[config.mk]
export PLATFORM = sky130hd
export DESIGN_NAME = flag_branch_unit
export DESIGN_NICKNAME = d
export VERILOG_FILES = /design/src/rtl/wisc_pkg.sv /design/src/rtl/branch_cond_eval.sv /design/src/rtl/flag_branch_unit.sv
export SDC_FILE = /design/constraint.sdc
export NUM_CORES = 1
export LEC_CHECK = 0
export ABC_AREA = 1
export CAP_MARGIN = 20
export CELL_PAD_IN_SITES_DETAIL_PLACEMENT = 1
export CELL_PAD_IN_SITES_GLOBAL_PLACEMENT = 1
export CORE_UTILIZATION = 27
export CTS_CLUSTER_SIZE = 12
export DETAILED_ROUTE_END_ITERATION = 10
export PLACE_DENSITY_LB_ADDON = 0.1
export SYNTH_ARGS = -nofsm -noshare
export SYNTH_HDL_FRONTEND = slang
export SYNTH_SLANG_ARGS = --single-unit
[constraint.sdc]
create_clock -name clk -period 1.7 [get_ports clk]
set_input_delay 0.425 -clock clk [delete_from_list [all_inputs] [get_ports clk]]
set_output_delay 0.425 -clock clk [all_outputs]
set_load 0.005 [all_outputs]
[src/rtl/wisc_pkg.sv]
// Shared WISC definitions: ALU opcodes, branch condition codes, flag bit
// positions and the branch-redirect FSM state type.
package wisc_pkg;

    localparam logic [3:0] OP_ADD    = 4'b0000;
    localparam logic [3:0] OP_PADDSB = 4'b0001;
    localparam logic [3:0] OP_SUB    = 4'b0010;
    localparam logic [3:0] OP_AND    = 4'b0011;
    localparam logic [3:0] OP_NOR    = 4'b0100;
    localparam logic [3:0] OP_SLL    = 4'b0101;
    localparam logic [3:0] OP_SRL    = 4'b0110;
    localparam logic [3:0] OP_SRA    = 4'b0111;
    localparam logic [3:0] OP_LW     = 4'b1000;
    localparam logic [3:0] OP_SW     = 4'b1001;
    localparam logic [3:0] OP_LHB    = 4'b1010;
    localparam logic [3:0] OP_LLB    = 4'b1011;

    localparam logic [2:0] COND_NE = 3'b000;
    localparam logic [2:0] COND_EQ = 3'b001;
    localparam logic [2:0] COND_GT = 3'b010;
    localparam logic [2:0] COND_LT = 3'b011;
    localparam logic [2:0] COND_GE = 3'b100;
    localparam logic [2:0] COND_LE = 3'b101;
    localparam logic [2:0] COND_OV = 3'b110;
    localparam logic [2:0] COND_UN = 3'b111;

    localparam int unsigned FLAG_N = 2;
    localparam int unsigned FLAG_V = 1;
    localparam int unsigned FLAG_Z = 0;

    typedef enum logic {
        IDLE     = 1'b0,
        REDIRECT = 1'b1
    } br_state_t;

endpackage

[src/rtl/branch_cond_eval.sv]
// Combinational branch condition evaluation against {N,V,Z} flags.
module branch_cond_eval
    import wisc_pkg::*;
(
    input  logic [2:0] i_cond,
    input  logic [2:0] i_flags,
    output logic       o_taken
);

    logic w_n, w_v, w_z;

    assign w_n = i_flags[FLAG_N];
    assign w_v = i_flags[FLAG_V];
    assign w_z = i_flags[FLAG_Z];

    always_comb begin
        o_taken = 1'b0;
        case (i_cond)
            COND_NE: o_taken = ~w_z;
            COND_EQ: o_taken = w_z;
            COND_GT: o_taken = ~w_z & ~w_n;
            COND_LT: o_taken = w_n;
            COND_GE: o_taken = ~w_n | w_z;
            COND_LE: o_taken = w_n | w_z;
            COND_OV: o_taken = w_v;
            COND_UN: o_taken = 1'b1;
            default: o_taken = 1'b0;
        endcase
    end

endmodule

[src/rtl/flag_branch_unit.sv]
// Architectural flag register with per-opcode write masks, EX->ID flag
// forwarding, and a two-state FSM issuing a registered PC redirect/squash.
module flag_branch_unit
    import wisc_pkg::*;
#(
    parameter int unsigned AW  = 16,
    parameter int unsigned OPW = 4
) (
    input  logic           clk,
    input  logic           rst,
    input  logic           stall,
    input  logic           ex_valid,
    input  logic [OPW-1:0] ex_alu_op,
    input  logic [2:0]     alu_flags,
    input  logic           br_valid,
    input  logic [2:0]     br_cond,
    input  logic [AW-1:0]  br_target,
    output logic [2:0]     flags_q,
    output logic           redirect,
    output logic [AW-1:0]  redirect_pc,
    output logic           squash
);

    logic [2:0]    r_flags;
    logic          r_redirect;
    logic          r_squash;
    logic [AW-1:0] r_redirect_pc;
    br_state_t     r_state;

    logic [2:0]    w_wr_mask;
    logic [2:0]    w_eff_flags;
    logic          w_taken;

    always_comb begin
        w_wr_mask = '0;
        if (ex_valid && !stall) begin
            case (ex_alu_op)
                OP_ADD, OP_SUB: w_wr_mask = 3'b111;
                OP_AND, OP_NOR, OP_SLL, OP_SRL, OP_SRA:
                    w_wr_mask = 3'b001 << FLAG_Z;
                default: w_wr_mask = '0;
            endcase
        end
    end

    // The forwarded value is exactly what the register captures this edge.
    assign w_eff_flags = (w_wr_mask & alu_flags) | (~w_wr_mask & r_flags);

    branch_cond_eval u_cond (
        .i_cond  (br_cond),
        .i_flags (w_eff_flags),
        .o_taken (w_taken)
    );

    always_ff @(posedge clk) begin
        if (rst) begin
            r_flags       <= '0;
            r_redirect    <= 1'b0;
            r_squash      <= 1'b0;
            r_redirect_pc <= '0;
            r_state       <= IDLE;
        end else if (!stall) begin
            r_flags <= w_eff_flags;
            case (r_state)
                IDLE: begin
                    if (br_valid && w_taken) begin
                        r_state       <= REDIRECT;
                        r_redirect    <= 1'b1;
                        r_squash      <= 1'b1;
                        r_redirect_pc <= br_target;
                    end else begin
                        r_redirect    <= 1'b0;
                        r_squash      <= 1'b0;
                        r_redirect_pc <= '0;
                    end
                end
                REDIRECT: begin
                    // Branch in ID now is on the wrong path and is dropped.
                    r_state       <= IDLE;
                    r_redirect    <= 1'b0;
                    r_squash      <= 1'b0;
                    r_redirect_pc <= '0;
                end
                default: begin
                    r_state       <= IDLE;
                    r_redirect    <= 1'b0;
                    r_squash      <= 1'b0;
                    r_redirect_pc <= '0;
                end
            endcase
        end
    end

    assign flags_q     = r_flags;
    assign redirect    = r_redirect;
    assign squash      = r_squash;
    assign redirect_pc = r_redirect_pc;

endmodule

# ---- After elaboration in Yosys (flattened, before gate mapping)
# Index checks and enable logic that the tools add are counted.
dict set report word_totals {
  reg_bits 20
  latch_bits 0
  ramBits 0
  rom_bits 0
  input_bits 31
  out_inout_bits 21
  wordCells 40
  n_memories 0
}
dict set report op_classes {
  add_sub_neg 0
  multipliers 0
  div_mod_pow 0
  magnitude_cmp 0
  eq_ne 13
  shift 0
  muxes 7
  n_bitwise 10
  reduce_logical 7
}
# operator count
set op_table {}
lappend op_table {{16-bit one-hot mux with 2 select lines} 1}
lappend op_table {{4-bit by 3-bit == test with 1-bit output (second input constant)} 4}
lappend op_table {{16-bit two-way mux} 1}
lappend op_table {{3-bit == test (second input constant)} 4}
lappend op_table {{4-bit by 2-bit == test with 1-bit output (second input constant)} 2}
lappend op_table {{1-bit one-hot mux with 8 select lines} 1}
lappend op_table {{3-bit AND} 2}
lappend op_table {{3-bit by 2-bit == test with 1-bit output (second input constant)} 2}
lappend op_table {{3-bit one-hot mux with 2 select lines} 1}
lappend op_table {{5-bit OR reduction} 1}
lappend op_table {{4-bit logical NOT} 1}
lappend op_table {{3-bit by 1-bit == test with 1-bit output (second input constant)} 1}
lappend op_table {{3-bit logical NOT} 1}
lappend op_table {{3-bit two-way mux} 1}
lappend op_table {{1-bit NOT} 3}
lappend op_table {{3-bit NOT} 1}
lappend op_table {{3-bit OR} 1}
lappend op_table {{1-bit logical AND} 2}
lappend op_table {{1-bit OR} 2}
lappend op_table {{1-bit one-hot mux with 2 select lines} 1}
lappend op_table {{2-bit OR reduction} 1}
lappend op_table {{1-bit AND} 1}
lappend op_table {{1-bit logical NOT} 1}
lappend op_table {{1-bit two-way mux} 1}

# ---- Longest topological paths before layout
dict set report depth {
  ltp_word 13
  ltp_mapped 13
  depth_no_buf 12
}

# ---- Hierarchy
# A second synthesis with hierarchy kept.
dict set report unflattened {
  cells_unflattened 122
  area_unflattened_um2 858.3
}
# mod n_inst cells_per_inst area_each_um2 seq_area_each_um2
set by_module_without_submodules {}
lappend by_module_without_submodules {flag_branch_unit 1 107 787.0 400.4}
lappend by_module_without_submodules {branch_cond_eval 1 15 71.3 0.0}

# ---- Least setup slack after synthesis
# No wires, ideal clock.
dict set report synth_timing {
  path_type {input to register}
  from {in stall}
  to {reg r_redirect_pc[0] (netlist: redirect_pc[0])}
  setup_ps 70
  t_arrival_ps 1508
  required_time_ps 1630
  path_slack_ps 122
  stages 11
  path_buffers 2
  cell_sequence {buf_6 nor2_8 nand3_4 nand2_2 nand3_1 nand2_1 nand2_2 a21oi_4 buf_8 nand3_2 a21oi_2}
}
dict set report synth_via {
  elab_chain_len 12
  elab_cells_between_ends 16
  cone_classes {mux: 4; bitwise: 9; reduce/logical: 3}
}
# item line
set synth_lines {}
lappend synth_lines {{from (decl)} flag_branch_unit.sv:11} ;# input logic stall,
lappend synth_lines {{1-bit logical NOT} -}
lappend synth_lines {{1-bit logical AND} flag_branch_unit.sv:36} ;# if (ex_valid && !stall) begin
lappend synth_lines {{3-bit two-way mux} flag_branch_unit.sv:36}
lappend synth_lines {{3-bit NOT} flag_branch_unit.sv:47} ;# assign w_eff_flags = (w_wr_mask & alu_flags) | (~w_wr_mask & r_flags);
lappend synth_lines {{3-bit AND} flag_branch_unit.sv:47}
lappend synth_lines {{3-bit OR} flag_branch_unit.sv:47}
lappend synth_lines {{1-bit NOT, on equally long branches} {branch_cond_eval.sv:21, branch_cond_eval.sv:23, branch_cond_eval.sv:19}}
lappend synth_lines {{1-bit OR or 1-bit AND (tied branches)} {branch_cond_eval.sv:23, branch_cond_eval.sv:21}}
lappend synth_lines {{1-bit one-hot mux with 8 select lines} branch_cond_eval.sv:18} ;# case (i_cond)
lappend synth_lines {{1-bit logical AND} flag_branch_unit.sv:66} ;# if (br_valid && w_taken) begin
lappend synth_lines {{16-bit two-way mux} flag_branch_unit.sv:66}
lappend synth_lines {{16-bit one-hot mux with 2 select lines} flag_branch_unit.sv:64} ;# case (r_state)
lappend synth_lines {{to (signal assigned)} flag_branch_unit.sv:70} ;# r_redirect_pc <= br_target;
lappend synth_lines {{to (decl)} flag_branch_unit.sv:27} ;# logic [AW-1:0] r_redirect_pc;
# Parallel ways exist; a longest one is shown, timed or not.
# A chain may end at the register's enable or synchronous reset.

==> summary.txt <==
Die
  • FP Rows: 22
  • Overall die width: 64.28 µm
  • DIE AREA: about 0.0041 mm²
  • Ports: 52
  • Core area: ~0.0037 mm²
  • Die height: ~64 µm
  • Initial Util: 0.2839

Worst hold path
  • Tightest Hold Check Type: flip-flop to flip-flop

Finish
  • Storage cell area: 400.4 µm²
  • # fillers: 454
  • Share of cells above drive strength 1: 0.3802
  • Fin nets: 224
  • Area of the multi-input gates: 661.9 µm²
  • Number of diodes: 0
  • Area growth from synthesis to layout: 79.33%
  • Final Util: 0.5092

Critical path
  • Worst-path cell chain: clkdlybuf4s50_1
  • Top Family by Delay on Critical Path: buffers and inverters
  • CP startpoint kind: flip-flop
  • Slowest CP cell: clkdlybuf4s50_1
  • Critical Path AT: 1230 ps
  • Critical path required time: 1270 ps
  • CP max stage delay: 540 ps
  • Reg2reg setup slack: 380 ps
  • Crit path buf inv count: 1
  • Critical setup path kind: flip-flop to output pin
  • Endpoint class of the critical path: output pin
  • Crit-path max FO: 4

Clock tree
  • H-tree depth: 1
  • Insertion delay to the later sink of the worst-skew pair: about 260 ps
  • Clock slew at reported path FFs: about 70 ps
  • TritonCTS buffer count: 3
  • TritonCTS clock tree: done
  • CTS root buf: clkbuf_8
  • Clk sinks: 20
  • Clk buf depth: 2

Timing
  • Post-route minimum period: 1651 ps
  • Clock skew: 2.533 ps
  • Final setup violation count: 0
  • FMAX: 0.6059 GHz
  • RSZ-0062 raised after global routing: false
  • Final hold vios: 0
  • Fin crit share: 0.9709
  • Max-slew violation count: 0
  • Slew @ Worst Pin: 226.8 ps
  • Max-slew headroom: 0.8484

Global route
  • Largest net degree at the start of global routing: 12
  • Vias in the first global route: around 1100
  • GRT Total Usage: 0.1498
  • Initial antenna violation count: 0
  • First-pass GRT wire length: 4.885 mm
  • Grt ovf: 0

Placed design
  • Post-detail-place hpwl: 2.301 mm
  • Port Buffers: 51
  • GP Congestion: 0.7472

Pwr
  • Switching share of power: 0.2574
  • Internal: approximately 0.85 mW
  • Reg power frac: 0.435
  • Leakage: around 0.7 nW
  • VDD IR max: 0.0003269 V
  • P_sw: 0.2931 mW
  • Clock share of power: 0.317
  • Total Power: 1.139 mW
  • Gate power share: 0.248
  • Power density over the cells: 606.3 mW/mm²

Yosys
  • Synth area leaders: dfxtp_1 38%, nand2_1 11%, nand3_2 8.6%
  • Dominant cell type by area after synthesis: dfxtp_1
  • Synth cell count leaders: 31 x nand2_1, 20 x dfxtp_1, 17 x nand3_1
  • Yosys top cell area share: 0.3823
  • Synth warn: 0
  • Yosys cell types: 21
  • Synth Flop Type: dfxtp_1
  • Number of flops mapped to enable cells by yosys: 0
  • Avg Synthesized Cell Area: 8.118 µm²
  • Synth Instances: 129
  • Sequential fraction of the synthesis area: 0.3823
  • Mapped Area: approximately 0.0010 mm²
  • Yosys reg bits: 20
  • FFs w/ async S/R, synth: 0
  • Post-Synthesis Net Count: 160
  • Count leader, synth: nand2_1

Route
  • Post-route ant nets: 0
  • Iteration-0 DRC Markers: 26
  • Via count: 1088
  • Total iterations of the first detailed-routing run: 3
  • Routed WL: 3.104 mm
  • DRC: 0
  • Vias per cell: 4.533
  • Avg WL per Cell: 12.93 µm

Job
  • Max-Cap Viols: 0

Run status
  • Outcome: complete, no violations
[layout by cell type (no fill, tap or decap), drive strengths merged]
| cell | Yosys | layout |
|---|---|---|
| a21oi | 19 | 19 |
| buf | 4 | 15 |
| clkbuf | 3 | 7 |
| clkdlybuf4s15 | 0 | 1 |
| clkdlybuf4s50 | 0 | 44 |
| dfxtp | 20 | 20 |
| dlygate4sd2 | 0 | 1 |
| dlymetal6s2s | 0 | 2 |
| inv | 13 | 13 |
| nand2 | 34 | 34 |
| nand3 | 27 | 27 |
| nand4 | 2 | 2 |
| nor2 | 5 | 5 |
| nor3b | 1 | 1 |
| o21ai | 1 | 1 |
[flip-flops by register name, summed over array words and instances (netlist names)]
register,cells
redirect_pc,16
flags_q,3
r_state,1
[final cells by class]
class | instances | share of cell area
timing repair buffer | 66 | 0.3471
inverter | 13 | 0.02598
sequential | 20 | 0.2132
multi-input combinational | 89 | 0.3524
clock buffer | 4 | 0.02931
tap | 48 | 0.03198
[final timing paths]
kind / end / cells past startpoint / from
min reg2reg: redirect_pc[1] / 2 / redirect_pc[1]
max: redirect / 1 / r_state
min: redirect_pc[1] / 2 / redirect_pc[1]
max reg2reg: redirect_pc[4] / 9 / flags_q[2]
[kinds of logic (layout without fill, tap and decap cells)]
group	after synthesis	count (layout)	share of synthesized area
simple gates	69	69	0.3752
buf+inv	20	83	0.1004
flops	20	20	0.3823
compound gates	20	20	0.1422
[power groups by stage]
| stage | clock, mW | sequential, mW | combinational [mW] |
|---|---|---|---|
| after floorplan | 0 | 0.505 | 0.102 |
| after global placement | 0 | 0.505 | 0.251 |
| after detailed placement | 0 | 0.505 | 0.255 |
| after CTS | 0.370 | 0.495 | 0.261 |
| after global routing | 0.397 | 0.497 | 0.304 |
| final | 0.361 | 0.495 | 0.283 |
[per-stage QoR]
step	hold slack [ps]	instances	area (µm²)	setup WS, ps	TNS (ps)
3_5_place_dp	456.3	235	1692	-483.8	-7454
4_1_cts	466.9	239	1777	18.47	0
2_1_floorplan	452.7	129	1047	121.8	0
6_report	460.7	240	1878	49.48	0
5_1_grt	495.0	240	1878	1.898	0
3_3_place_gp	448.9	235	1692	-438.2	-6595
[per-layer routing]
metal	part of all wire	vias to the layer above	GRT usage	routed length, µm
li1	-	550	-	-
met1	0.46	505	0.1901	1427
met2	0.48	30	0.2513	1505
met3	0.049	3	0.03393	151
met4	0.0061	0	0.04167	19
met5	0	-	0	0
[timing repair]
item,4_1_cts,5_1_grt
pin swaps,7,19
hold buffers,0,0
endpoints found under the setup margin,17,17
cloned,0,0
gates resized for setup,15,32
setup buffers,0,1
No activity file was read; power rests on OpenSTA's default activity.
